### src/rtl/bp_be_pkg.sv
// Shared types for the BE side of the FE queue: packet layout and checkpoint pointer.
package bp_be_pkg;

  localparam int vaddr_width_gp  = 39;
  localparam int instr_width_gp  = 32;
  localparam int fe_queue_els_gp = 8;

  typedef enum logic [0:0] {
    e_fe_fetch     = 1'b0,
    e_fe_exception = 1'b1
  } bp_fe_queue_type_e;

  typedef struct packed {
    bp_fe_queue_type_e           msg_type;
    logic [vaddr_width_gp-1:0]   pc;
    logic [instr_width_gp-1:0]   instr;
  } bp_fe_queue_s;

  localparam int fe_queue_width_lp = $bits(bp_fe_queue_s);

  // One extra bit above the index acts as the wrap bit for full/empty.
  function automatic int ptr_width(input int els);
    return $clog2(els) + 1;
  endfunction

  typedef logic [$clog2(fe_queue_els_gp):0] bp_be_ckpt_ptr_t;

endpackage

### src/rtl/bp_be_fe_queue_ptr.sv
// Single wrapping queue pointer; a load (set) takes priority over an increment.
module bp_be_fe_queue_ptr
  import bp_be_pkg::*;
#(
  parameter int ptr_width_p = 4
) (
  input  logic                   clk_i,
  input  logic                   reset_n_i,
  input  logic                   inc_i,
  input  logic                   set_v_i,
  input  logic [ptr_width_p-1:0] set_val_i,
  output logic [ptr_width_p-1:0] ptr_o
);

  always_ff @(posedge clk_i or negedge reset_n_i) begin
    if (!reset_n_i) begin
      ptr_o <= '0;
    end else if (set_v_i) begin
      ptr_o <= set_val_i;
    end else if (inc_i) begin
      ptr_o <= ptr_o + ptr_width_p'(1);
    end
  end

endmodule

### src/rtl/bp_be_fe_queue_ckpt.sv
// Checkpointing FE->BE queue: speculative read pointer, commit pointer, rollback and clear.
module bp_be_fe_queue_ckpt
  import bp_be_pkg::*;
#(
  parameter int els_p        = 8,
  parameter int data_width_p = fe_queue_width_lp,
  localparam int ptr_width_lp = $clog2(els_p) + 1
) (
  input  logic                    clk_i,
  input  logic                    reset_n_i,
  input  logic [data_width_p-1:0] fe_queue_i,
  input  logic                    fe_queue_v_i,
  output logic                    fe_queue_ready_o,
  output logic [data_width_p-1:0] fe_queue_o,
  output logic                    fe_queue_v_o,
  input  logic                    fe_queue_yumi_i,
  input  logic                    fe_queue_clr_i,
  input  logic                    fe_queue_roll_i,
  input  logic                    fe_queue_deq_i
);

  logic [ptr_width_lp-1:0] wptr, rptr, cptr, rptr_n;
  logic [data_width_p-1:0] mem [els_p];
  logic                    full, enq, cptr_inc;

  assign full             = (wptr ^ cptr) == {1'b1, {(ptr_width_lp-1){1'b0}}};
  assign fe_queue_ready_o = ~full;
  assign fe_queue_v_o     = (rptr != wptr);
  assign fe_queue_o       = mem[rptr[ptr_width_lp-2:0]];

  assign enq      = fe_queue_v_i & ~full;
  // Roll overrides both yumi and deq; clear then snaps wptr onto the next rptr.
  assign rptr_n   = fe_queue_roll_i ? cptr
                  : fe_queue_yumi_i ? rptr + ptr_width_lp'(1)
                  : rptr;
  assign cptr_inc = fe_queue_deq_i & ~fe_queue_roll_i;

  bp_be_fe_queue_ptr #(.ptr_width_p(ptr_width_lp)) u_wptr (
    .clk_i     (clk_i),
    .reset_n_i (reset_n_i),
    .inc_i     (enq),
    .set_v_i   (fe_queue_clr_i),
    .set_val_i (rptr_n),
    .ptr_o     (wptr)
  );

  bp_be_fe_queue_ptr #(.ptr_width_p(ptr_width_lp)) u_rptr (
    .clk_i     (clk_i),
    .reset_n_i (reset_n_i),
    .inc_i     (fe_queue_yumi_i),
    .set_v_i   (fe_queue_roll_i),
    .set_val_i (cptr),
    .ptr_o     (rptr)
  );

  bp_be_fe_queue_ptr #(.ptr_width_p(ptr_width_lp)) u_cptr (
    .clk_i     (clk_i),
    .reset_n_i (reset_n_i),
    .inc_i     (cptr_inc),
    .set_v_i   (1'b0),
    .set_val_i ('0),
    .ptr_o     (cptr)
  );

  always_ff @(posedge clk_i) begin
    if (enq & ~fe_queue_clr_i) begin
      mem[wptr[ptr_width_lp-2:0]] <= fe_queue_i;
    end
  end

  a_yumi_valid: assert property (@(posedge clk_i) disable iff (!reset_n_i)
    (fe_queue_yumi_i & ~fe_queue_roll_i) |-> fe_queue_v_o);
  a_deq_issued: assert property (@(posedge clk_i) disable iff (!reset_n_i)
    fe_queue_deq_i |-> (cptr != rptr));
  a_roll_deq_excl: assert property (@(posedge clk_i) disable iff (!reset_n_i)
    !(fe_queue_roll_i & fe_queue_deq_i));

endmodule

### config.mk
export PLATFORM = sky130hd
export DESIGN_NAME = bp_be_fe_queue_ckpt
export DESIGN_NICKNAME = d
export VERILOG_FILES = /design/src/rtl/bp_be_pkg.sv /design/src/rtl/bp_be_fe_queue_ptr.sv /design/src/rtl/bp_be_fe_queue_ckpt.sv
export SDC_FILE = /design/constraint.sdc
export NUM_CORES = 1
export LEC_CHECK = 0
export BUFFER_PORTS_ARGS = -buffer_cell sky130_fd_sc_hd__buf_2
export CORE_MARGIN = 5
export CORE_UTILIZATION = 50
export DETAILED_ROUTE_END_ITERATION = 6
export HOLD_SLACK_MARGIN = 0.03
export PLACE_DENSITY_LB_ADDON = 0.2
export SLEW_MARGIN = 20
export SYNTH_ARGS = -nofsm -noshare
export SYNTH_HDL_FRONTEND = slang
export SYNTH_SLANG_ARGS = --single-unit
### constraint.sdc
create_clock -name clk_i -period 18.9 [get_ports clk_i]
set_clock_uncertainty 0.2 [all_clocks]
set_input_delay 0.945 -clock clk_i [delete_from_list [all_inputs] [get_ports clk_i]]
set_output_delay 0.945 -clock clk_i [all_outputs]
set_load 0.02 [all_outputs]
After elaboration in Yosys (flattened, before gate mapping)
Memories as Yosys holds them, arrays and structs flattened.
Cells that the tools add are included.

storage, ports and cells
  output and inout bits = 74
  input bits = 79
  memory bits (writable) = 576
  flip-flop bits (word level) = 12
  memories = 1
  bits in read-only memories = 0
  logic and storage cells = 23
  latch bits = 0

operators by class
  $mul = 0
  reductions and logical operators = 1
  mux-type cells = 6
  equality and inequality tests = 2
  shift-type cells = 0
  magnitude comparators = 0
  bitwise gates (word level) = 7
  $add $sub $neg = 3
  divide/modulo/power cells = 0

memories
  name  words  width  read ports  clocked after Yosys merged registers in  wr ports  line                       source
  mem   8      72     1           0                                        1         bp_be_fe_queue_ckpt.sv:23  logic [data_width_p-1:0] mem [els_p];

operators with widths
  cell                   count
  $mux W4                4
  $add A4 B1 Y4 const B  3
  $eq A4 B4 Y1 const B   1
  $ne A4 B4 Y1           1
  $xor A4 B4 Y4          1
  $and A1 B1 Y1          3
  $not A1 Y1             3
  $mux W1                2
  $reduce_bool A2 Y1     1

Depth between registers and ports, before layout
Gate-level depths: netlist (run 1).

  depth after elaboration = 7
  depth in mapped cells = 7
  gate-level depth less buffers = 5

Hierarchy
Synthesis (run 1) repeated with hierarchy kept, for this count alone.

unflattened totals
  cell total of the unflattened synthesis = 931
  area total of the unflattened synthesis = 22,525.4 sq um

by module, submodules not included
  module               sequential area each (sq um)  area each (sq um)  instances  cells each
  bp_be_fe_queue_ckpt  17,296.6                      21,917.3           1          877
  bp_be_fe_queue_ptr   100.1                         202.7              3          18

Least setup slack after synthesis (run 1)
OpenSTA, ideal clock, no wires.

  path kind = input to register
  start = in fe_queue_v_i
  end = reg u_wptr.ptr_o[3]
  data required time = 18.227 ns
  arrival time = 9.274 ns
  setup slack = 8.953 ns
  library setup time = 0.473 ns
  buffers on the path = 0
  stages on the path = 3
  cells stage by stage = nand3_1 -> nor4b_1 -> a221oi_1

between the ends
  longest elaborated chain between the ends = 2

ends and longest elaborated chain
  what                          line                       source
  start, declared               bp_be_fe_queue_ckpt.sv:12  input logic fe_queue_v_i,
  $and A1 B1 Y1                 bp_be_fe_queue_ckpt.sv:31  assign enq = fe_queue_v_i & ~full;
  $reduce_bool A2 Y1 (no line)  -
  end signal, assigned          bp_be_fe_queue_ptr.sv:19   ptr_o <= set_val_i;
  end signal, assigned          bp_be_fe_queue_ptr.sv:21   ptr_o <= ptr_o + ptr_width_p'(1);
  end, declared                 bp_be_fe_queue_ptr.sv:12   output logic [ptr_width_p-1:0] ptr_o

Every way passes these cells.
A chain may end at the register's enable or synchronous reset.

Final worst setup path (run 1)
  start = reg u_rptr.ptr_o[1]
  end = out fe_queue_o[0]

between the ends
  longest elaborated chain between the ends = 1

ends and longest elaborated chain
  what                    line                       source
  start, declared         bp_be_fe_queue_ptr.sv:12
  start signal, assigned  bp_be_fe_queue_ptr.sv:19
  start signal, assigned  bp_be_fe_queue_ptr.sv:21
  $mem_v2 Z8 W72          -
  end, declared           bp_be_fe_queue_ckpt.sv:14  output logic [data_width_p-1:0] fe_queue_o,

Every way passes these cells.

==> run metrics, run 1 <==
status finished, final reports clean; worst vdd ir about 0.076 mV; fin nets between 1000 and 1500; number of DRC markers in iteration 0 a little over 700; number of max-cap violations 0; vias in the first global route 10576; commonest non-fill, non-tap cell in the layout edfxtp_1; Mapped Nets 998; grt ovf 0; Worst Path Arrival 3.90 ns; IO Port Bufs approximately 150; Worst R2R Setup Slack ~16 ns; Resized Gates After CTS 0; Ant. Diodes 0; total placed cells including tap cells about 1600; synthesized instance count just over 900; Via density between 5 and 6; non-filler cells, final ~1700; hold path depth 1; Power Total between 3 and 4 mW; CP endpoint kind output pin; final setup vio count 0; largest net degree at the start of global routing 63; Die Height 221.3 µm; fin crit share 0.2668; Post-Syn Area around 0.022 mm²; min cycle time layout 5.043 ns; Reg-to-Reg End mem[3][42]; reg2reg path depth 6; CP Class reg2out; Fin. Hold Viols 0; post-synthesis register bit count 588; Routed wire per std cell ~25 µm; total wire length ~44 mm; Slew Limit Fails 0; register area share after synthesis 0.7885; crit path max fanout 62; WHS Endpoint u_cptr.ptr_o[3]; drt pass-1 iters 4; register area ~0.018 mm²; EDFF count, synth ~580; leakage power 8.232 nW; CTS tree yes; asr flop ratio synth 0.02041; Initial Util 0.5047; GRT Resource Usage Total 0.1785; clk sink count between 500 and 600; WP data required ~18 ns; worst hold start u_cptr.ptr_o[3]; Clock transition at path regs roughly 0.060 ns; fmax between 150 and 200 MHz; RePlAce Congestion about 0.7; global-route wire length before repair roughly 66 mm; Netlist cell types 32; row count 77; hpwl dp 23.11 mm; area grow syn2layout 14.66%; die area 0.04896 mm²; Hold WS between 0.3 and 0.4 ns; Worst Setup Start Kind register; DR vias between 9000 and 10000; most frequent cells in the layout 576 x edfxtp_1, 152 x buf_2, 144 x mux4_2; Ports about 150; # fillers 3230; Worst Tran Pin Value 0.9939 ns; core area ~0.044 mm²; share of cells above drive strength 1 0.4162; worst skew pair latency approximately 0.59 ns; antenna violations before repair 4; ANT nets after route 0; cts bufs inserted between 50 and 60; Bufs on Longest Clock Path 3; area taken by multi-input logic gates 0.004559 mm²; Worst R2R Start u_wptr.ptr_o[0]; Worst slew margin 0.3374; CTS HTree Levels 2; synth warn 0; CTS root buf clkbuf_16; prevailing post-synth register cell edfxtp_1; mean post-synth cell area ~24 µm²; Hold Crit Class reg2reg; RSZ-0062 raised after global routing false; die span in x roughly 220 µm; PD cells between 100 and 150 mW/mm²; DRC viols 0; Setup TNS 0 ns
power breakdown:
group          switching (mW)  internal (mW)
logic                   0.564          0.477
clock network           0.449          0.609
registers              0.0778           1.54
total                    1.09           2.63
worst max-delay path by stage:
stage / slack (ns) / endpoint / start / cells past startpoint
3_5_place_dp: 14.36 / fe_queue_o[39] / u_rptr.ptr_o[0] / 5
4_1_cts: 13.70 / fe_queue_o[25] / u_rptr.ptr_o[0] / 5
3_3_place_gp: 14.36 / fe_queue_o[39] / u_rptr.ptr_o[0] / 5
2_1_floorplan: 8.95 / u_wptr.ptr_o[3] / fe_queue_v_i / 3
6_report: 13.86 / fe_queue_o[0] / u_rptr.ptr_o[1] / 5
5_1_grt: 13.50 / fe_queue_o[36] / u_rptr.ptr_o[0] / 5
kinds of logic after synthesis:
family	share of synthesized area
flops	0.7885
xor+xnor	0.005887
buf+inv	0.009531
compound gates	0.003421
simple gates	0.006896
fa+ha+maj	0.001682
mux	0.1841
routing by layer:
layer	share of wire	GRT usage
met1	0.44	0.2548
met2	0.49	0.2899
met5	0.0013	0
met3	0.046	0.03446
met4	0.018	0.04542
cells in the mapped netlist, types with 2 or more instances:
cell type / n / share of area
nor3_1: 3 / 0.00067
buf_2: 16 / 0.0036
nand4_1: 3 / 0.00084
edfxtp_1: 576 / 0.78
nand3b_1: 3 / 0.0010
mux4_2: 144 / 0.15
clkbuf_1: 23 / 0.0039
nand2_1: 9 / 0.0015
mux2i_1: 2 / 0.00090
dfrtp_1: 12 / 0.013
buf_4: 2 / 0.00067
ha_1: 3 / 0.0017
buf_1: 5 / 0.00084
xnor2_1: 9 / 0.0035
mux2_2: 75 / 0.038
inv_1: 2 / 0.00034
xor2_1: 6 / 0.0024
nor2_1: 6 / 0.0010
o21ai_0: 4 / 0.00090
per-stage QoR:
stage	worst slack [ns]	area, µm²	utilization
2_1_floorplan	8.953	22320	-
3_3_place_gp	14.36	23840	0.5391
3_5_place_dp	14.36	23840	0.5391
4_1_cts	13.70	25590	0.5786
5_1_grt	13.50	25590	0.5786
6_report	13.86	25590	0.5786
area by class of cell:
cell class,count,share of cell area
timing repair buffer,175,0.03658
tap,592,0.02895
inverter,2,0.0002934
clock inverter,26,0.007677
multi-input combinational,279,0.1782
sequential,588,0.6881
clock buffer,76,0.06019
worst max-delay path, cell delays in order (launching register included):
cell and delay [ns]:
dfrtp_4 0.77, buf_4 0.71, buf_4 0.85, mux4_2 0.41, mux2_2 0.31, buf_2 0.17
timing repair:
item / 4_1_cts / 5_1_grt
hold buffers: 1 / 0
setup buffers: 0 / 0
endpoints found under the hold margin: 12 / 0
endpoints found under the setup margin: 0 / 0
registers in the layout, summed over array words and instances (netlist names):
signal / count
u_cptr.ptr_o: 4
u_wptr.ptr_o: 4
mem: 576
u_rptr.ptr_o: 4
No activity file was read; power rests on OpenSTA's default activity.
==> inputs of run 2 (changes only) <==
ABC_AREA = 1   (was unset)
clock period = 4.6 ns   (was 18.9 ns; I/O delays follow)
==> run 2 against run 1 <==
Against the previous run: global-route usage increased by 2.5 points; wire length increased by 19%; sequential share of layout area decreased by 4.0 points; sequential cell count unchanged; highest routed layer unchanged.
==> run metrics, run 2 <==
most frequent cells in the layout 576 x edfxtp_1, 437 x nor2_1, 249 x nand2_1 (was 576 x edfxtp_1, 152 x buf_2, 144 x mux4_2); row count 79 (was 77); leakage power 9.514 nW (was 8.232 nW); synthesized instance count 1884 (was 916); DRC viols 0 (unchanged); commonest non-fill, non-tap cell in the layout edfxtp_1 (unchanged); final worst setup slack 1.040 ns (was 13.86 ns); ANT nets after route 0 (unchanged); Via density 5.328 (was 5.637); Mapped Nets 1966 (was 998); Worst Path Arrival 3.84 ns (was 3.90 ns); Post-Syn Area 0.02326 mm² (was 0.02232 mm²); WP data required 4.88 ns (was 17.75 ns); synth warn 0 (unchanged); Hold WS 0.2240 ns (was 0.3315 ns); global-route wire length before repair 80.81 mm (was 66.31 mm); CTS root buf clkbuf_16 (unchanged); Hold Crit Class in2reg (was reg2reg); fin nets 2175 (was 1186); Worst Tran Pin Value 1.016 ns (was 0.9939 ns); clk sink count 588 (unchanged); mean post-synth cell area 12.35 µm² (was 24.36 µm²); worst vdd ir 0.5241 mV (was 0.07556 mV); Worst Setup Start Kind register (unchanged); total wire length 52.07 mm (was 43.70 mm); antenna violations before repair 2 (was 4); CTS tree yes (unchanged); number of DRC markers in iteration 0 1094 (was 704); number of max-cap violations 0 (unchanged); Clock transition at path regs 0.06 ns (about the same); RePlAce Congestion 0.8073 (was 0.7018); Initial Util 0.5029 (was 0.5047); die area 0.05094 mm² (was 0.04896 mm²); Ports 153 (unchanged); PD cells 574.6 mW/mm² (was 145.3 mW/mm²); core area 0.04626 mm² (was 0.04422 mm²); worst skew pair latency 0.60 ns (was 0.59 ns); hpwl dp 26.61 mm (was 23.11 mm); CP Class reg2reg (was reg2out); die span in x 225.7 µm (was 221.3 µm); prevailing post-synth register cell edfxtp_1 (unchanged); CTS HTree Levels 2 (unchanged); Worst slew margin 0.3226 (was 0.3374); fmax roughly 280 MHz; fin crit share 0.7738; post-synthesis register bit count 588 (unchanged); area grow syn2layout 16.73% (was 14.66%); cts bufs inserted 57 (was 58); max reg flops 576 (unchanged); share of cells above drive strength 1 0.1231 (was 0.4162); final setup vio count 0 (unchanged); IO Port Bufs 152 (unchanged); number of setup buffers added after CTS 0 (unchanged); status finished, final reports clean (unchanged); # fillers 3707 (was 3230); EDFF count, synth 576 (unchanged); Routed wire per std cell 18.96 µm (was 25.14 µm); grt ovf 0 (unchanged); area leader, netlist edfxtp_1 (unchanged); crit path max fanout 58 (was 62); largest net degree at the start of global routing 114 (was 63); DR vias 14631 (was 9797); Slew Limit Fails 0 (unchanged); drt pass-1 iters 7 (was 4); vias in the first global route 14612 (was 10576); CP endpoint kind register (was output pin); Die Height 225.7 µm (was 221.3 µm); clock network fraction of total power 0.268 (was 0.285); most frequent cell after synthesis edfxtp_1 (unchanged); most common library cells after synthesis 576 x edfxtp_1, 445 x nor2_1, 249 x nand2_1, 246 x o21ai_0, 188 x o21ai_1 (was 576 x edfxtp_1, 144 x mux4_2, 75 x mux2_2, 23 x clkbuf_1, 16 x buf_2); internal power 10.11 mW (was 2.628 mW); asr flop ratio synth 0.02041 (unchanged); switch share 0.3524 (was 0.2934); GRT Resource Usage Total 0.2033 (was 0.1785); Netlist cell types 24 (was 32); Sw Pwr 5.499 mW (was 1.091 mW); Fin. Hold Viols 0 (unchanged); Logic pwr share 0.308 (was 0.280); synth top area cells edfxtp_1 74%, nor2_1 7.2%, o21ai_0 5.3% (was edfxtp_1 78%, mux4_2 15%, mux2_2 3.8%); min cycle time layout 3.560 ns; area share of the largest cell type after synthesis 0.7435 (was 0.7751); Bufs on Longest Clock Path 3 (unchanged); part of the power in registers 0.424 (was 0.435); RSZ-0062 raised after global routing false (unchanged); Setup WS pre-CTS 1.545 ns (was 14.36 ns); register area share after synthesis 0.7564 (was 0.7885)
[run 2: changes by cell type after synthesis, moves of 26 or more]
cell and change:
nand2_1 +240, clkbuf_1 +26, o21ai_1 +188, o21ai_0 +242, mux2_2 -75, nor2_1 +439
mux4_2 -144
[run 2: worst max-delay path, stage by stage, from the launching register on]
cell and delay [ns]:
dfrtp_4 0.93, buf_4 0.51, nand2_1 0.18, nand3_1 0.12, o21ai_0 0.15, nand2_1 0.08
dlygate4sd3_1 0.55, nand3_1 0.09, dlygate4sd3_1 0.60
[run 2: routing by layer]
metal	wire (µm)	vias up	track usage
li1	-	7070	-
met1	22450	7153	0.2671
met2	26040	320	0.3551
met3	2360	86	0.03055
met4	1204	2	0.05896
met5	13	-	0
[run 2: stage by stage]
stage	area (µm²)	power [mW]	TNS [ns]	instances	utilization
6_report	27150	15.60	0	2746	0.5870
5_1_grt	27150	16.55	0	2745	0.5870
3_3_place_gp	24650	11.45	0	2558	0.5329
3_5_place_dp	24650	11.51	0	2558	0.5329
2_1_floorplan	23260	9.914	-196.45	1884	-
4_1_cts	27150	15.79	0	2744	0.5869
[run 2: final timing paths]
path | startpoint | endpoint | slack [ns] | cells after the start
max | u_rptr.ptr_o[0] | u_wptr.ptr_o[0] | 1.04 | 8
min | fe_queue_i[55] | mem[5][55] | 0.22 | 2
max reg2reg | u_rptr.ptr_o[0] | u_wptr.ptr_o[0] | 1.04 | 8
min reg2reg | u_cptr.ptr_o[3] | u_cptr.ptr_o[3] | 0.29 | 1
max in group asynchronous | reset_n_i | u_rptr.ptr_o[2] | 3.30 | 3
min in group asynchronous | reset_n_i | u_rptr.ptr_o[3] | 0.46 | 3
[run 2: logic make-up (layout without fill, tap and decap cells)]
logic type               Yosys count  count (layout)  synth area share
flip-flops                       588             588            0.7564
adder cells (fa/ha/maj)            3               3          0.001614
other                              0               2                 0
XOR/XNOR                           9               9          0.003388
buffers and inverters            127             380           0.02625
AND/OR/NAND/NOR                  719             719            0.1178
AO/OA/AOI/OAI                    438             438           0.09455
[run 2: power groups by stage]
stage | Sequential (mW) | Clock (mW) | Combinational, mW
after floorplan | 6.55 | 0 | 3.36
after global placement | 6.71 | 0 | 4.74
after detailed placement | 6.72 | 0 | 4.80
after CTS | 6.61 | 4.29 | 4.89
after global routing | 6.65 | 4.53 | 5.36
final | 6.61 | 4.18 | 4.81
[run 2: area by class of cell]
class                      instances  area, µm²  area share
antenna                            2      5.005   0.0001843
clock buffer                      73       1529     0.05631
clock inverter                    30      137.6    0.005068
inverter                          14      60.06    0.002212
multi-input combinational       1169       5116      0.1884
sequential                       588      17610      0.6484
tap                              607      759.5     0.02797
timing repair buffer             263       1939     0.07142
[run 2: repair_timing]
item,4_1_cts,5_1_grt
endpoints found under the hold margin,600,0
hold buffers,83,0
resized for setup,0,0
